File: config.mk
export PLATFORM = sky130hd
export DESIGN_NAME = adam_gpio_debounce
export DESIGN_NICKNAME = d
export VERILOG_FILES = /design/src/rtl/adam_gpio_debounce.sv
export SDC_FILE = /design/constraint.sdc
export NUM_CORES = 1
export LEC_CHECK = 0
export ABC_AREA = 1
export CORE_MARGIN = 2
export CORE_UTILIZATION = 60
export DETAILED_ROUTE_END_ITERATION = 8
export GPL_ROUTABILITY_DRIVEN = 0
export PLACE_DENSITY = 0.77
export SLEW_MARGIN = 25
export SYNTH_ARGS = -nofsm -noshare
export SYNTH_HDL_FRONTEND = slang
export SYNTH_SLANG_ARGS = --single-unit
File: constraint.sdc
create_clock -name clk_i -period 4.13 [get_ports clk_i]
set_input_delay 0.6195 -clock clk_i [delete_from_list [all_inputs] [get_ports clk_i]]
set_output_delay 0.6195 -clock clk_i [all_outputs]
set_load 0.05 [all_outputs]
File: src/rtl/adam_gpio_debounce.sv
// Per-channel two-flop synchroniser plus stability-counter debouncer for raw board inputs.
// Optional registered rise/fall pulses are built only when ADAM_DEBOUNCE_EDGE_EN is defined.
module adam_gpio_debounce #(
  parameter int WIDTH           = 8,
  parameter int CNT_WIDTH       = 20,
  parameter int DEBOUNCE_CYCLES = 1000000
) (
  input  logic             clk_i,
  input  logic             rst_i,
  input  logic [WIDTH-1:0] pad_i,
  output logic [WIDTH-1:0] gpio_o,
  output logic [WIDTH-1:0] rise_o,
  output logic [WIDTH-1:0] fall_o
);

  generate
    if ((DEBOUNCE_CYCLES < 1) ||
        (longint'(DEBOUNCE_CYCLES) > ((longint'(1) << CNT_WIDTH) - 1))) begin : g_bad_cfg
      $error("adam_gpio_debounce: DEBOUNCE_CYCLES must be in 1 .. 2**CNT_WIDTH-1");
    end
  endgenerate

  // Count value on which the pending level is accepted.
  localparam logic [CNT_WIDTH-1:0] CNT_LAST = CNT_WIDTH'(DEBOUNCE_CYCLES - 1);

  logic [WIDTH-1:0] sync0_reg;
  logic [WIDTH-1:0] sync1_reg;

  always_ff @(posedge clk_i) begin
    if (rst_i) begin
      sync0_reg <= '0;
      sync1_reg <= '0;
    end else begin
      sync0_reg <= pad_i;
      sync1_reg <= sync0_reg;
    end
  end

  genvar gi;
  generate
    for (gi = 0; gi < WIDTH; gi++) begin : g_chan
      logic [CNT_WIDTH-1:0] cnt_reg;
      logic [CNT_WIDTH-1:0] cnt_next;
      logic                 level_reg;
      logic                 level_next;

      // Any sample matching the accepted level restarts the stability window.
      always_comb begin
        cnt_next   = '0;
        level_next = level_reg;
        if (sync1_reg[gi] != level_reg) begin
          if (cnt_reg == CNT_LAST) begin
            level_next = sync1_reg[gi];
          end else begin
            cnt_next = cnt_reg + CNT_WIDTH'(1);
          end
        end
      end

      always_ff @(posedge clk_i) begin
        if (rst_i) begin
          cnt_reg   <= '0;
          level_reg <= 1'b0;
        end else begin
          cnt_reg   <= cnt_next;
          level_reg <= level_next;
        end
      end

      assign gpio_o[gi] = level_reg;

`ifdef ADAM_DEBOUNCE_EDGE_EN
      logic rise_reg;
      logic fall_reg;

      // Pulses are registered alongside the level so they coincide with the gpio_o change.
      always_ff @(posedge clk_i) begin
        if (rst_i) begin
          rise_reg <= 1'b0;
          fall_reg <= 1'b0;
        end else begin
          rise_reg <= level_next & ~level_reg;
          fall_reg <= ~level_next & level_reg;
        end
      end

      assign rise_o[gi] = rise_reg;
      assign fall_o[gi] = fall_reg;
`else
      assign rise_o[gi] = 1'b0;
      assign fall_o[gi] = 1'b0;
`endif
    end
  endgenerate

endmodule

==> flow_summary.json <==
{
  "numCtsBuffers": 17,
  "insertedDiodeCount": 0,
  "slowest_delay_ps": 500,
  "rows": 45,
  "worstReg2RegEnd": "g_chan[6].cnt_reg[17]$_SDFF_PP0_",
  "clk_pin_slew_worst_paths_ps": 60,
  "synthCells": 1359,
  "die_x_um": 128,
  "crit_path_start_kind": "input port",
  "detail_route.vias_per_cell": 5.01,
  "number_of_max_slew_violations_in_the_final_report": 0,
  "grt_pass1_wl_mm": 30.9,
  "fin_worst_hold_slack_ps": 398,
  "drt-wirelength-per-cell_um": 11.2,
  "min_to": "sync1_reg[1]$_SDFF_PP0_",
  "holdBufCountCts": 0,
  "synth_top_area_frac": 0.399,
  "final_layout_size_suffix_gt1_frac": 0.0526,
  "finalWirelength_mm": 17.7,
  "yosysSeqAreaShare": 0.399,
  "clock_tree.buffer_depth": 2,
  "hold_depth": 2,
  "timing_hold_violations_final": 0,
  "p_per_area_nw_per_um2": 353,
  "fmax_mhz": 439,
  "share_comb_of_total_power": 0.022,
  "slew_headroom": 0.556,
  "synthesis.area_um2": 9230,
  "rsz_0062_raised_after_global_routing": "false",
  "worst_skew_pair.late_latency_ps": 420,
  "chipHeight_um": 128,
  "postSynthAreaPerCell_um2": 6.79,
  "worst_r2r_path_depth": 6,
  "cts_max_level": 4,
  "drt_iter0_markers": 451,
  "largest_reg_flops": 160,
  "netSwitchingPower_mw": 0.733,
  "clock_sink_count": 184,
  "die_outline_area_um2": 16400,
  "worst-slew-pin-transition_ps": 665,
  "ys_top_cells_by_area": "sky130_fd_sc_hd__dfxtp_1, sky130_fd_sc_hd__nor2_1, sky130_fd_sc_hd__nand2_1, sky130_fd_sc_hd__inv_1, sky130_fd_sc_hd__nand3_1",
  "run_status": "complete, no violations",
  "worst_clock_skew_ps": 7.48,
  "fillers": 1337,
  "grt_max_degree": 25,
  "ff2ff_setup_slack_ps": 2310,
  "design.portCount": 34,
  "grt_pass1_vias": 7184,
  "hold_path_startpoint": "sync0_reg[1]$_SDFF_PP0_",
  "yosysTopAreaCell": "sky130_fd_sc_hd__dfxtp_1",
  "synth.ff_latch_count": 184,
  "finalSetupViolations": 0,
  "worstPathRequired_ps": 4410,
  "clock_tree.root_cell": "sky130_fd_sc_hd__clkbuf_16",
  "overall_track_demand_over_capacity_in_global_routing": 0.228,
  "number_of_antenna_violations_at_the_first_check_in_global_routing": 0,
  "worstReg2RegStart": "g_chan[6].cnt_reg[0]$_SDFF_PP0_",
  "cellInternalPower_mw": 2.81,
  "antenna_violating_nets_left": 0,
  "critPathCaptureType": "flip-flop",
  "worstPathMaxFanout": 24,
  "globalRouteOverflowTotal": 0,
  "cts_post_setup_buffers_inserted": 0,
  "synth_cell_types": 35,
  "number_of_nets_in_the_layout": 1393,
  "worst_hold_path_type": "flip-flop to flip-flop",
  "max-vdd-ir-drop_mv": 0.303,
  "remaining_drc_errors": 0,
  "post-route-period-util": 0.552,
  "cpMaxStageDelayCell": "sky130_fd_sc_hd__nand2_1",
  "sequentialPowerShare": 0.505,
  "drt_first_pass_iters": 5,
  "dr_total_vias": 7883,
  "core_region_area_um2": 15100,
  "port_buffers": 17,
  "critical_path_class": "input port to flip-flop",
  "fin_crit_ps": 2280,
  "sw_ratio": 0.207,
  "cts.repair.resized": 0,
  "synth.yosys.warnings": 0,
  "setup_total_negative_slack_ps": 0,
  "critical_path_arrival_ps": 2560,
  "synthToLayoutAreaGrowth_pct": 8.65,
  "initial_core_util": 0.610,
  "p_clk_frac": 0.473,
  "drv_cap": 0,
  "hpwl_mm": 12.9,
  "cts_tree": "yes",
  "cell_leakage_power_nw": 3.25,
  "path_cells": "clkdlybuf4s50_1, buf_4, clkinv_1, o21ai_0, a21oi_1, nand2_1, nor2_1"
}
final cells by class:
type	count	area [um^2]	share of cell area
Timing Repair Buffer	18	178	0.0177
Sequential cell	184	3680	0.367
Tap cell	188	235	0.0235
Multi-Input combinational cell	1025	4840	0.483
Clock buffer	19	433	0.0432
Clock inverter	12	174	0.0173
Inverter	129	485	0.0484
worst max-delay path: cells and delay by family:
family                 cells  cell delay [ps]
buffers and inverters      3             1070
and+or+nand+nor            2              620
AOI/OAI and AO/OA          2              240
synth_stat cells, drive strengths merged:
cell    count
o21bai     11
a31oi       1
a21oi      55
inv       127
conb        1
clkinv      2
xor2       44
nor2b       1
nand2     331
nor3b       1
dfxtp     184
nand3      89
buf        36
ha          8
nor3       10
nand4      18
o21ai      10
xnor2      34
and2        1
or2        20
o221a       1
nor2      364
nand3b     10
metal layers:
layer / wire, um / GRT usage / vias to the layer above
li1: - / - / 4227
met1: 8550 / 0.291 / 3517
met2: 8440 / 0.401 / 128
met3: 570 / 0.0451 / 11
met4: 150 / 0.0491 / 0
met5: 0 / 0 / -
cells by family (layout without fill, tap and decap cells):
| family | Yosys count | after routing | synth area share |
|---|---|---|---|
| AOI/OAI and AO/OA | 78 | 78 | 0.0473 |
| xor gates and xnor gates | 78 | 78 | 0.0740 |
| adders and majority gates | 8 | 8 | 0.0108 |
| buffers and inverters | 165 | 178 | 0.0827 |
| DFF | 184 | 184 | 0.399 |
| other | 1 | 16 | 0.000406 |
| and+or+nand+nor | 845 | 845 | 0.386 |
power by group through the flow:
stage,logic [mW],registers (mW),clock network [mW]
floorplan,0.0752,1.83,0
global route,0.0845,1.79,1.79
global placement,0.0773,1.83,0
CTS,0.0783,1.79,1.72
detailed placement,0.0779,1.83,0
finish,0.0773,1.79,1.68
worst max-delay path by stage:
stage                                                   to  slack (ps)                             from  cells past startpoint
after floorplan           g_chan[7].cnt_reg[11]$_SDFF_PP0_        2720  g_chan[7].cnt_reg[0]$_SDFF_PP0_                      9
after global placement    g_chan[6].cnt_reg[12]$_SDFF_PP0_        1440                            rst_i                      7
after detailed placement  g_chan[6].cnt_reg[17]$_SDFF_PP0_        1390                            rst_i                      7
after CTS                 g_chan[6].cnt_reg[17]$_SDFF_PP0_        1820                            rst_i                      7
after global routing      g_chan[6].cnt_reg[16]$_SDFF_PP0_        1650                            rst_i                      7
final                     g_chan[6].cnt_reg[17]$_SDFF_PP0_        1850                            rst_i                      7
cells in the final DEF, fill, tap and decap left out, types with 2 or more instances in the layout:
cell type and instances:
sky130_fd_sc_hd__a21oi_1 55, sky130_fd_sc_hd__bufinv_16 4, sky130_fd_sc_hd__clkbuf_1 2, sky130_fd_sc_hd__clkbuf_16 17, sky130_fd_sc_hd__clkdlybuf4s50_1 17, sky130_fd_sc_hd__clkinv_2 5, sky130_fd_sc_hd__conb_1 16, sky130_fd_sc_hd__dfxtp_1 184
sky130_fd_sc_hd__ha_1 8, sky130_fd_sc_hd__inv_1 127, sky130_fd_sc_hd__inv_6 2, sky130_fd_sc_hd__nand2_1 322, sky130_fd_sc_hd__nand2_2 5, sky130_fd_sc_hd__nand2_4 4, sky130_fd_sc_hd__nand3_1 84, sky130_fd_sc_hd__nand3_2 5
sky130_fd_sc_hd__nand3b_1 10, sky130_fd_sc_hd__nand4_1 18, sky130_fd_sc_hd__nor2_1 349, sky130_fd_sc_hd__nor2_2 11, sky130_fd_sc_hd__nor2_4 4, sky130_fd_sc_hd__nor3_1 10, sky130_fd_sc_hd__o21ai_0 10, sky130_fd_sc_hd__o21bai_1 10
sky130_fd_sc_hd__or2_0 8, sky130_fd_sc_hd__or2_2 11, sky130_fd_sc_hd__xnor2_1 34, sky130_fd_sc_hd__xor2_1 44
metrics by stage:
step                      power (mW)  area, um^2  setup WS (ps)   util  std cells
after global placement          1.91        9420           1440  0.622       1544
after floorplan                 1.90        9290           2720      -       1374
after CTS                       3.59       10000           1820  0.662       1575
after global routing            3.66       10000           1650  0.662       1575
after detailed placement        1.91        9420           1390  0.622       1544
final                           3.54       10000           1850  0.662       1575
(Power assumes the default switching activity.)
